`config.mk`:
```
export PLATFORM = sky130hd
export DESIGN_NAME = graph_conv_event_scheduler
export DESIGN_NICKNAME = d
export VERILOG_FILES = /design/src/rtl/graph_conv_event_scheduler.sv
export SDC_FILE = /design/constraint.sdc
export NUM_CORES = 1
export LEC_CHECK = 0
export CORE_AREA = 2 2 124 126
export CTS_CLUSTER_DIAMETER = 100
export DETAILED_ROUTE_END_ITERATION = 16
export DIE_AREA = 0 0 126 128
export GPL_TIMING_DRIVEN = 1
export PLACE_DENSITY = 0.81
export SETUP_SLACK_MARGIN = 0.15
export SLEW_MARGIN = 25
export SYNTH_ARGS = -nofsm -noshare
export SYNTH_HDL_FRONTEND = slang
export SYNTH_SLANG_ARGS = --single-unit
```
`constraint.sdc`:
```
create_clock -name clk -period 4.85 [get_ports clk]
set_input_delay 0.97 -clock clk [delete_from_list [all_inputs] [get_ports clk]]
set_output_delay 0.97 -clock clk [all_outputs]
set_load 0.02 [all_outputs]
```
`src/rtl/graph_conv_event_scheduler.sv`:
```
// Event sequencer for graph_conv: loads neighbours into the FIFO, starts the core and waits for done.
// Tracks dropped neighbours, WAIT timeouts and completed events.
module graph_conv_event_scheduler #(
  parameter int FIFO_WIDTH     = 72,
  parameter int MAX_DEGREE     = 16,
  parameter int CNT_WIDTH      = 5,
  parameter int TIMEOUT_CYCLES = 65535,
  parameter int STAT_WIDTH     = 16
) (
  input  logic                  clk,
  input  logic                  rstn,
  input  logic                  ev_valid,
  output logic                  ev_ready,
  input  logic [FIFO_WIDTH-1:0] ev_data,
  input  logic [CNT_WIDTH-1:0]  ev_nbr_cnt,
  input  logic                  nbr_valid,
  output logic                  nbr_ready,
  input  logic [FIFO_WIDTH-1:0] nbr_data,
  output logic                  fifo_wr_en,
  output logic [FIFO_WIDTH-1:0] fifo_din,
  input  logic                  fifo_full,
  output logic                  module_start,
  output logic [FIFO_WIDTH-1:0] new_event,
  input  logic                  module_done,
  output logic                  busy,
  output logic                  err_overflow,
  output logic                  err_timeout,
  output logic [STAT_WIDTH-1:0] ev_processed
);

  localparam int FW = $clog2(MAX_DEGREE + 1);
  localparam int TW = (TIMEOUT_CYCLES > 1) ? $clog2(TIMEOUT_CYCLES) : 1;
  localparam logic [CNT_WIDTH:0] MAXC = (CNT_WIDTH + 1)'(MAX_DEGREE);
  localparam logic [TW-1:0] TLAST = TW'(TIMEOUT_CYCLES - 1);

  typedef enum logic [1:0] {
    S_IDLE,
    S_LOAD,
    S_START,
    S_WAIT
  } state_e;

  state_e                  state_q;
  logic [CNT_WIDTH-1:0]    rem_q;
  logic [FW-1:0]           fwd_q;
  logic [TW-1:0]           tmr_q;
  logic                    ev_ready_q;
  logic                    ovf_q;
  logic                    to_q;
  logic [STAT_WIDTH-1:0]   proc_q;
  logic [FIFO_WIDTH-1:0]   new_ev_q;

  logic at_max;
  logic hs;
  logic tmo;
  logic ev_acc;

  assign at_max = (fwd_q == FW'(MAX_DEGREE));
  // Once MAX_DEGREE words are in, excess words are drained even if full.
  assign nbr_ready = (state_q == S_LOAD) && (!fifo_full || at_max);
  assign hs = nbr_valid && nbr_ready;
  assign fifo_wr_en = hs && !at_max;
  assign fifo_din = nbr_data;
  assign tmo = (TIMEOUT_CYCLES != 0) && (tmr_q == TLAST);
  assign ev_acc = ev_valid && ev_ready_q;

  assign ev_ready = ev_ready_q;
  assign module_start = (state_q == S_START);
  assign busy = (state_q != S_IDLE);
  assign new_event = new_ev_q;
  assign err_overflow = ovf_q;
  assign err_timeout = to_q;
  assign ev_processed = proc_q;

  always_ff @(posedge clk or negedge rstn) begin
    if (!rstn) begin
      state_q    <= S_IDLE;
      rem_q      <= '0;
      fwd_q      <= '0;
      tmr_q      <= '0;
      ev_ready_q <= 1'b0;
      ovf_q      <= 1'b0;
      to_q       <= 1'b0;
      proc_q     <= '0;
      new_ev_q   <= '0;
    end else begin
      unique case (state_q)
        S_IDLE: begin
          if (ev_acc) begin
            new_ev_q   <= ev_data;
            rem_q      <= ev_nbr_cnt;
            fwd_q      <= '0;
            ev_ready_q <= 1'b0;
            if ({1'b0, ev_nbr_cnt} > MAXC) ovf_q <= 1'b1;
            state_q <= (ev_nbr_cnt != '0) ? S_LOAD : S_START;
          end else begin
            ev_ready_q <= 1'b1;
          end
        end
        S_LOAD: begin
          if (hs) begin
            rem_q <= rem_q - CNT_WIDTH'(1);
            if (!at_max) fwd_q <= fwd_q + FW'(1);
            if (rem_q == CNT_WIDTH'(1)) state_q <= S_START;
          end
        end
        S_START: begin
          tmr_q   <= '0;
          state_q <= S_WAIT;
        end
        S_WAIT: begin
          tmr_q <= tmr_q + TW'(1);
          if (module_done) begin
            proc_q     <= proc_q + STAT_WIDTH'(1);
            ev_ready_q <= 1'b1;
            state_q    <= S_IDLE;
          end else if (tmo) begin
            to_q       <= 1'b1;
            ev_ready_q <= 1'b1;
            state_q    <= S_IDLE;
          end
        end
        default: state_q <= S_IDLE;
      endcase
    end
  end

endmodule

```
# [Word-level counts from Yosys, hierarchy flattened]
# Cells that the tools add are included.
[word_totals] inputBits=155 regBits=119
[op_classes] n_addsub=4 order_cmp=1 reduce_logical=21 mux=19 bitwise_logic=1 eq_ne=11
[ops] operator="adder 16 x 1 -> 16 bit (second input constant)" n=2
[ops] operator="case mux 16 bit (2 select lines)" n=1
[ops] operator="2-to-1 mux 5 bit" n=5
[ops] operator="case mux 5 bit (2 select lines)" n=2
[ops] operator="== test 16 bit (second input constant)" n=1
[ops] operator="2-to-1 mux 2 bit" n=6
[ops] operator="AND reduction 3 bit" n=3
[ops] operator="case mux 2 bit (4 select lines)" n=1
[ops] operator="AND reduction 4 bit" n=2
[ops] operator="nonzero test 2 bit" n=4
[ops] operator="!= test 2 bit (second input constant)" n=3
[ops] operator="AND reduction 2 bit" n=3
[ops] operator="adder 5 x 1 -> 5 bit (second input constant)" n=1
[ops] operator="== test 5 x 1 -> 1 bit (second input constant)" n=1
[ops] operator="== test 5 bit (second input constant)" n=1
[ops] operator="> comparator 5 bit (second input constant)" n=1
[ops] operator="nonzero test 5 bit" n=1
[ops] operator="subtractor 5 x 1 -> 5 bit (second input constant)" n=1
[ops] operator="== test 2 bit (second input constant)" n=2
[ops] operator="logical AND 1 bit" n=4
[ops] operator="2-to-1 mux 1 bit" n=3
[ops] operator="!= test 3 bit (second input constant)" n=1
[ops] operator="== test 2 x 1 -> 1 bit (second input constant)" n=1
[ops] operator="logical NOT 1 bit" n=2
[ops] operator="5 further kinds" n=5

# [Logic depth before layout (Yosys ltp)]
# Gate-level depths: netlist (run 1).
[logic_depth] ltp_word=6 ltp_mapped=7

# [Worst setup path after synthesis (run 1)]
# No wires, ideal clock.
[synth_timing] path_kind="input -> output" startpoint="in fifo_full" endpoint="out fifo_wr_en" n_path_buf=0 t_arrival_ps=1397 stages=2 t_required_ps=3880 path_slack_ps=2483 cell_sequence="and3b_1 -> and2_1"
[synth_via] elab_chain_cells=5
[synth_rtl] item="start: declaration" line="21" rtl="input logic fifo_full,"
[synth_rtl] item="logical NOT 1 bit" line="60" rtl="assign nbr_ready = (state_q == S_LOAD) && (!fifo_full || at_max);"
[synth_rtl] item="logical OR 1 bit" line="60"
[synth_rtl] item="logical AND 1 bit" line="60"
[synth_rtl] item="logical AND 1 bit" line="61" rtl="assign hs = nbr_valid && nbr_ready;"
[synth_rtl] item="logical AND 1 bit" line="62" rtl="assign fifo_wr_en = hs && !at_max;"
[synth_rtl] item="end: declaration" line="19" rtl="output logic fifo_wr_en,"
# Every way passes these cells.

# [Final worst setup path (run 1)]
[layout_timing] startpoint="reg state_q[1]" endpoint="out nbr_ready"
[layout_via] elab_chain_cells=2
[layout_rtl] item="start: declaration" line="43" rtl="state_e state_q;"
[layout_rtl] item="start signal: assignment" line="95" rtl="state_q <= (ev_nbr_cnt != '0) ? S_LOAD : S_START;"
[layout_rtl] item="== test 2 x 1 -> 1 bit" line="60"
[layout_rtl] item="logical AND 1 bit" line="60"
[layout_rtl] item="end: declaration" line="17" rtl="output logic nbr_ready,"
# Every way passes these cells.

==> flow_summary.toml, run 1 <==
[finish]
insertedDiodeCount = 0
drive_gt1_frac = 0.206
fillers = 1261
final_area_um2 = 7850
seqCellArea_um2 = 2980
nets = 751
multiInputGateArea_um2 = 2150
area.growth.synth_to_final_pct = 35.8

[sta]
tightest_slew_ns = 0.681
maxSlewHeadroom = 0.546
whs_ns = 0.467
period_share = 0.714
post-route-min-period_ns = 3.46
maxSlewViolCount = 0
rsz0062_at_grt = "no"
finalSetupViolCount = 0
fin_tns_setup_ns = 0
max_freq_mhz = 289
hold_violations = 0
skew_ns = 0.00646

[cts]
cts_made_buffers = 17
clkLatencyLatePin_ns = 0.41
htree_levels = 4
post_cts_resized = 0
clockRootBuffer = "clkbuf_16"
cts.sinks = 119
path_clk_slew_ns = 0.06
clk_path_buf_depth = 2
hold_buffers = 0
postCtsSetupBuffers = 0
cts_tree = "built"

[critical_path]
cp_max_fo = 12
critPathRequiredTime_ns = 3.88
crit_arrival_ns = 2.49
ff2ff_setup_slack_ns = 2.54
end_kind = "output pin"
critPathKind = "flop to output pin"
startpoint_type = "flop"

[power]
vdd_drop_max_uv = 450
powerDensity_nw_per_um2 = 658
power.leakage_nw = 3.38

[synth]
synth_enable_flop_cells = 0
syn_inst = 471
seq_area_frac_synth = 0.515
postSynthAreaPerCell_um2 = 12.3
ys_ff_latch = 119
synth_flop_cell = "dfrtp_1"
async_reset_ff_frac = 1.00
synth_nets = 637
synth.cell_area_um2 = 5780
yosysWarningCount = 0
ys_types = 55

[routing]
vias = 4007
vias_per_cell = 5.10
dr.pass1.iters = 4
routed_wl_um = 14100
drtAntennaViolNets = 0
drt_iter0_drc = 144
route.detailed.drc = 0
wl_per_cell_um = 18.0

[grt]
antenna_found_initial = 0
grt_max_degree = 74
grt_pass1_wl_um = 22300
grt_usage = 0.177
grt_pass1_vias = 4289
overflow = 0

[floorplan]
dieArea_um2 = 16100
io_pins = 322
die_w_um = 126
core_um2 = 14900
die_h_um = 128
std_cell_rows = 45
start_util = 0.389

[run]
maxCapViolations = 0

[place]
place_area_um2 = 7210
gp_congestion = 0.802
dp_hpwl_um = 10500
io_buffers = 177

[outcome]
status = "completed"

[min_path]
min_path_type = "flop to flop"
==> state kept, by name, indices dropped and copies added, names as in the netlist <==
register      count
new_event        72
tmr_q            16
err_timeout       1
state_q           2
fwd_q             5
ev_processed     16
err_overflow      1
rem_q             5
ev_ready          1
==> cell usage in the layout (no fill, tap or decap), types with 3 or more instances in the layout <==
cell type / n
clkbuf_16: 17
o21ai_0: 15
o211ai_1: 3
nand2_1: 16
a21o_1: 3
ha_1: 11
a21oi_1: 7
nand3_1: 23
clkdlybuf4s50_1: 176
mux2i_1: 10
xnor2_1: 10
dfrtp_1: 119
o31ai_1: 6
inv_1: 12
nor2_1: 10
bufinv_16: 3
inv_6: 4
and3_1: 4
o211a_1: 3
nand4_1: 8
clkinv_4: 4
buf_4: 4
mux2_2: 73
nor3_1: 3
xor2_1: 5
nand2b_1: 4
==> metrics by stage <==
step	worst slack [ns]	utilization	instances	power [mW]
2_1_floorplan	2.48	-	471	2.94
3_3_place_gp	1.47	0.485	753	3.78
3_5_place_dp	1.46	0.485	753	3.87
4_1_cts	1.37	0.526	785	5.22
5_1_grt	1.17	0.528	786	5.45
6_report	1.39	0.528	786	5.16
==> synthesized netlist by cell type, drive strengths merged, types with 3 or more instances <==
library cell,n,area [um^2]
o211a,3,30.0
nand2b,5,33.8
mux2,73,822
nand4,11,105
nand2,16,60.1
ha,11,138
and3,5,32.5
nor2,10,37.5
dfrtp,119,2980
xnor2,10,87.6
mux2i,10,100
buf,86,613
o31ai,6,45.0
o21ai,15,75.1
xor2,5,43.8
nand3,25,130
inv,12,45.0
a21oi,7,35.0
nor3,3,15.0
a21o,3,22.5
o211ai,3,22.5
==> per-layer routing <==
metal	wire [um]	share of wire	global-route usage	vias up
met5	0	0	0.00619	-
met4	351	0.025	0.0847	0
met3	1220	0.087	0.0747	45
met2	7490	0.53	0.309	171
met1	5050	0.36	0.183	1968
li1	-	-	-	1823
==> worst max-delay path, cell delays in order (launching register included) <==
cell and delay (ns):
dfrtp_1 0.40, inv_1 0.10, ha_1 0.40, clkinv_1 0.35, a21oi_1 0.20, clkdlybuf4s50_1 0.62
==> worst paths after layout <==
check | from | to | cells after the start
min in group asynchronous | rstn | rem_q[4]$_DFFE_PN0P_ | 1
max in group asynchronous | rstn | new_event[61]$_DFFE_PN0P_ | 2
hold reg to reg | err_timeout$_DFFE_PN0P_ | err_timeout$_DFFE_PN0P_ | 1
setup reg to reg | state_q[1]$_DFFE_PN0P_ | fwd_q[2]$_DFFE_PN0P_ | 6
hold / removal | err_timeout$_DFFE_PN0P_ | err_timeout$_DFFE_PN0P_ | 1
setup / recovery | state_q[1]$_DFFE_PN0P_ | nbr_ready | 5
==> area by class of cell <==
class / count / area share
Multi-Input combinational cell: 253 / 0.274
Clock buffer: 17 / 0.0542
Inverter: 13 / 0.00621
Sequential cell: 119 / 0.379
Timing Repair Buffer: 181 / 0.232
Clock inverter: 15 / 0.0245
Tap cell: 188 / 0.0300
==> kinds of logic after synthesis <==
family,share of synthesized area
xor gates and xnor gates,0.0227
and+or+nand+nor,0.0950
muxes,0.160
buffers and inverters,0.115
adders and majority gates,0.0238
AOI/OAI and AO/OA,0.0693
DFF,0.515
==> power breakdown <==
group	leakage (nW)	switching (mW)	internal [mW]	total, mW
clock	0.306	0.497	0.822	1.32
combinational	1.59	1.07	1.14	2.21
sequential	1.48	0.247	1.39	1.63
total	3.38	1.81	3.35	5.16
No activity file was read; power rests on OpenSTA's default activity.
==> run 2, diff against run 1 <==
Settings changed: CORE_AREA 2 2 124 126 to default, CORE_ASPECT_RATIO from default to 0.8, CORE_MARGIN from default to 1.5, CORE_UTILIZATION from default to 35, DIE_AREA 0 0 126 128 to default, PLACE_DENSITY 0.81 to 0.77.
Clock period 4.85 ns to 2.9 ns, I/O delays scaled along.
==> run 2 against run 1 <==
Compared with the run above:
- register-to-register slack lost 1.7 ns
- total power grew 66%
- die area grew 7.3%
- largest cell class unchanged
- global-route usage shrank 1.1 points
- flip-flop and latch count is the same
- critical path type unchanged
- cell count grew 3.6%
- highest routed layer unchanged
- critical endpoint is now fifo_wr_en
- wire length shrank 1.8%
- clock power grew 59%
- sequential power grew 69%
- clock-buffer cell count is the same
==> flow_summary.toml, run 2 (synthesis results as in run 1) <==
[outcome]
status = "completed"

[cts]
path_clk_slew_ns = 0.06
hold_buffers = 0
post_cts_resized = 2
postCtsSetupBuffers = 0
cts.sinks = 119
cts_made_buffers = 17
cts_tree = "built"
clk_path_buf_depth = 2
htree_levels = 4
clkLatencyLatePin_ns = 0.41
clockRootBuffer = "clkbuf_16"

[sta]
post-route-min-period_ns = 2.66
rsz0062_at_grt = "no"
finalSetupViolCount = 0
hold_violations = 0
tightest_slew_ns = 0.523
maxSlewViolCount = 0
max_freq_mhz = 376
period_share = 0.916
skew_ns = 0.0103
fin_tns_setup_ns = 0
maxSlewHeadroom = 0.651

[place]
dp_cells = 782
dp_hpwl_um = 10200
gp_congestion = 0.759
io_buffers = 177

[routing]
wl_per_cell_um = 17.0
route.detailed.drc = 0
vias_per_cell = 4.90
vias = 3986
dr.pass1.iters = 4
routed_wl_um = 13900
drt_iter0_drc = 180
drtAntennaViolNets = 0

[finish]
nets = 752
fillers = 1381
layout_commonest_cell = "clkdlybuf4s50_1"
largest_reg_flops = 72
drive_gt1_frac = 0.209
final_cell_mix = "176 x clkdlybuf4s50_1, 119 x dfrtp_1, 73 x mux2_2, 23 x nand3_1, 17 x clkbuf_16"
area.growth.synth_to_final_pct = 36.4
insertedDiodeCount = 0
fin_cells = 814

[power]
p_int_mw = 5.53
pwr-share-clk = 0.245
power.switching_mw = 3.05
vdd_drop_max_uv = 632
power.leakage_nw = 3.36
powerDensity_nw_per_um2 = 1090
power.share.sequential = 0.322
pwr-share-comb = 0.433
swShare = 0.355

[critical_path]
worstRegToRegCells = 6
end_kind = "output pin"
critPathRequiredTime_ns = 2.32
critPathKind = "flop to output pin"
startpoint_type = "flop"
cp_max_fo = 12
crit_arrival_ns = 2.08

[floorplan]
die_w_um = 147
core_um2 = 16000
io_pins = 322
start_util = 0.362
dieArea_um2 = 17300
die_h_um = 118
std_cell_rows = 41

[grt]
grt_pass1_vias = 4359
top_usage_layer = "met2"
grt_pass1_wl_um = 22700
grt_usage = 0.166
grt_max_degree = 69
met3_usage = 0.0659
grtUsageMet2 = 0.261
overflow = 0
antenna_found_initial = 0
grt.met1_usage = 0.200

[run]
maxCapViolations = 0

[min_path]
min_path_type = "input port to asynchronous set/reset pin"
## run 2: path summary, 6_finish.rpt
path                                              to  slack, ns                      from
max in group asynchronous  new_event[55]$_DFFE_PN0P_       2.08                      rstn
max reg2reg                     rem_q[3]$_DFFE_PN0P_       0.81    state_q[0]$_DFFE_PN0P_
max                                       fifo_wr_en       0.24    state_q[1]$_DFFE_PN0P_
min in group clk            err_overflow$_DFFE_PN0P_       0.46  err_overflow$_DFFE_PN0P_
min reg2reg                 err_overflow$_DFFE_PN0P_       0.46  err_overflow$_DFFE_PN0P_
min                             fwd_q[4]$_DFFE_PN0P_       0.04                      rstn
## run 2: metrics by stage
step            util  power (mW)  hold slack, ns  setup WS (ns)  instance area, um^2
5_1_grt        0.494        9.05          0.0328          0.151                 7890
3_5_place_dp   0.456        6.50           0.446          0.281                 7280
6_report       0.494        8.58          0.0374          0.243                 7890
4_1_cts        0.494        8.69          0.0274          0.219                 7890
2_1_floorplan      -        4.91           0.284           1.09                 5780
3_3_place_gp   0.456        6.36           0.447          0.287                 7280
## run 2: metal layers
| layer | vias to the layer above | part of all wire |
|---|---|---|
| met5 | - | 0 |
| met4 | 0 | 0.026 |
| met3 | 45 | 0.081 |
| met2 | 159 | 0.48 |
| met1 | 1952 | 0.41 |
| li1 | 1830 | - |
## run 2: power by group through the flow
stage               clock network (mW)  logic [mW]  registers [mW]
CTS                               2.16        3.76            2.76
global route                      2.23        3.96            2.85
floorplan                            0        1.54            3.37
detailed placement                   0        3.72            2.78
finish                            2.10        3.72            2.76
global placement                     0        3.63            2.73
## run 2: cell type report
cell class                 count  area [um^2]  area share
inverter                      13         48.8     0.00619
timing repair buffer         182         1830       0.232
multi-input combinational    253         2170       0.275
clock inverter                15          168      0.0213
sequential                   119         2980       0.378
tap                          215          269      0.0341
clock buffer                  17          425      0.0539
## run 2: worst max-delay path: stages (launching register included)
cell and delay, ns:
dfrtp_1 0.40, inv_1 0.14, ha_4 0.23, and3b_1 0.19, and2_1 0.12, clkdlybuf4s50_1 0.59
==> run 3, diff against run 2 <==
==> constraint.sdc (replaced) <==
create_clock -name clk -period 2.9 [get_ports clk]
set_input_delay 0.29 -clock clk [delete_from_list [all_inputs] [get_ports clk]]
set_output_delay 0.29 -clock clk [all_outputs]
set_load 0.02 [all_outputs]
==> run 3 against run 2 <==
Compared with the run above:
- largest power group unchanged
- critical path type unchanged
- largest cell class unchanged
- wire length is 0.38% lower
- sequential power hardly changed
- global-route usage is 0.20 points lower
- die area stayed put
==> flow_summary.toml, run 3 (synthesis results as in run 1) <==
[routing]
wl_per_cell_um = 17.0
vias = 4023
drt_iter0_drc = 255
route.detailed.drc = 0
drtAntennaViolNets = 0
routed_wl_um = 13800
vias_per_cell = 4.94
dr.pass1.iters = 4

[cts]
cts_made_buffers = 17
clockRootBuffer = "clkbuf_16"
postCtsSetupBuffers = 0
cts.sinks = 119
clkLatencyLatePin_ns = 0.41
clk_path_buf_depth = 2
path_clk_slew_ns = 0.06
htree_levels = 4
cts_tree = "built"

[sta]
fin_tns_setup_ns = 0
max_freq_mhz = 403
hold_violations = 0
period_share = 0.856
maxSlewHeadroom = 0.642
finalSetupViolCount = 0
skew_ns = 0.00793
worst_slack_ns = 0.416
post-route-min-period_ns = 2.48
tightest_slew_ns = 0.533
rsz0062_at_grt = "no"
maxSlewViolCount = 0

[finish]
largest_reg_flops = 72
nets = 752
final_util = 0.494
final_cell_mix = "176 x clkdlybuf4s50_1, 119 x dfrtp_1, 73 x mux2_2, 23 x nand3_1, 17 x clkbuf_16"
drive_gt1_frac = 0.209
area.growth.synth_to_final_pct = 36.5
layout_commonest_cell = "clkdlybuf4s50_1"
insertedDiodeCount = 0

[power]
power.total_mw = 8.57
powerDensity_nw_per_um2 = 1090
vdd_drop_max_uv = 539
power.leakage_nw = 3.37

[run]
maxCapViolations = 0

[floorplan]
dieArea_um2 = 17300
start_util = 0.362
core_um2 = 16000
std_cell_rows = 41
die_h_um = 118
die_w_um = 147
io_pins = 322

[place]
dp_hpwl_um = 10300
place_ws_ns = 0.581
gp_congestion = 0.838
io_buffers = 177

[grt]
grt_pass1_vias = 4260
overflow = 0
grt_max_degree = 69
grt_pass1_wl_um = 22400
antenna_found_initial = 0
grt_usage = 0.164

[critical_path]
slowest_delay_ns = 0.62
crit_buf_inv = 3
cp_slowest_cell = "clkdlybuf4s50_1"
startpoint_type = "flop"
cp_max_fo = 12
crit_arrival_ns = 2.19
crit_family = "buffers and inverters"
critPathKind = "flop to output pin"
critPathRequiredTime_ns = 2.61
worstPathCellList = "inv_1 -> ha_2 -> clkinv_2 -> a21oi_1 -> clkdlybuf4s50_1"
end_kind = "output pin"

[min_path]
min_path_type = "input port to asynchronous set/reset pin"

[outcome]
status = "completed"
==> run 3: per-layer routing <==
layer	routed length [um]	track usage	vias up	share of wire
met5	0	0	-	0
met4	378	0.0713	0	0.027
met3	1120	0.0674	52	0.081
met2	6660	0.261	154	0.48
met1	5640	0.194	1992	0.41
li1	-	-	1825	-
==> run 3: cell type report <==
type	count	area, um^2
Fill cell	1381	8070
Sequential cell	119	2980
Multi-Input combinational cell	253	2160
Timing Repair Buffer	182	1830
Clock buffer	18	439
Tap cell	215	269
Clock inverter	14	163
Inverter	13	50.0
==> run 3: worst paths after layout <==
path,to,from,slack [ns],cells past startpoint
worst max-delay path,nbr_ready,state_q[1]$_DFFE_PN0P_,0.42,5
worst max register to register,rem_q[2]$_DFFE_PN0P_,state_q[0]$_DFFE_PN0P_,0.87,6
worst min-delay path,fwd_q[1]$_DFFE_PN0P_,rstn,0.31,2
min in group clk,err_overflow$_DFFE_PN0P_,err_overflow$_DFFE_PN0P_,0.46,1
max in group asynchronous,new_event[59]$_DFFE_PN0P_,rstn,1.79,3
worst min register to register,err_overflow$_DFFE_PN0P_,err_overflow$_DFFE_PN0P_,0.46,1
==> run 3: worst register-to-register path, delay by kind of cell (launching register included) <==
| family | cells | cell delay (ns) |
|---|---|---|
| AO/OA/AOI/OAI | 3 | 0.80 |
| flip-flops | 1 | 0.40 |
| adder cells (fa/ha/maj) | 1 | 0.35 |
| AND/OR/NAND/NOR | 1 | 0.26 |
| buffers and inverters | 1 | 0.11 |
==> run 3: stage by stage <==
stage                     hold slack [ns]  instance area [um^2]  instances
after CTS                           0.302                  7890        814
after global placement              0.201                  7270        781
after global routing                0.329                  7890        814
final                               0.315                  7890        814
after detailed placement            0.209                  7270        781
after floorplan                  -0.00559                  5780        471
==> run 3: power breakdown <==
part / total [mW] / internal (mW) / switching (mW)
combinational: 3.70 / 1.91 / 1.79
sequential: 2.75 / 2.32 / 0.434
clock: 2.12 / 1.31 / 0.808
==> run 3: what timing repair did <==
item	in CTS	in global routing
endpoints found under the hold margin	20	0
resized for setup	1	1
hold buffers	1	0
endpoints found under the setup margin	1	1
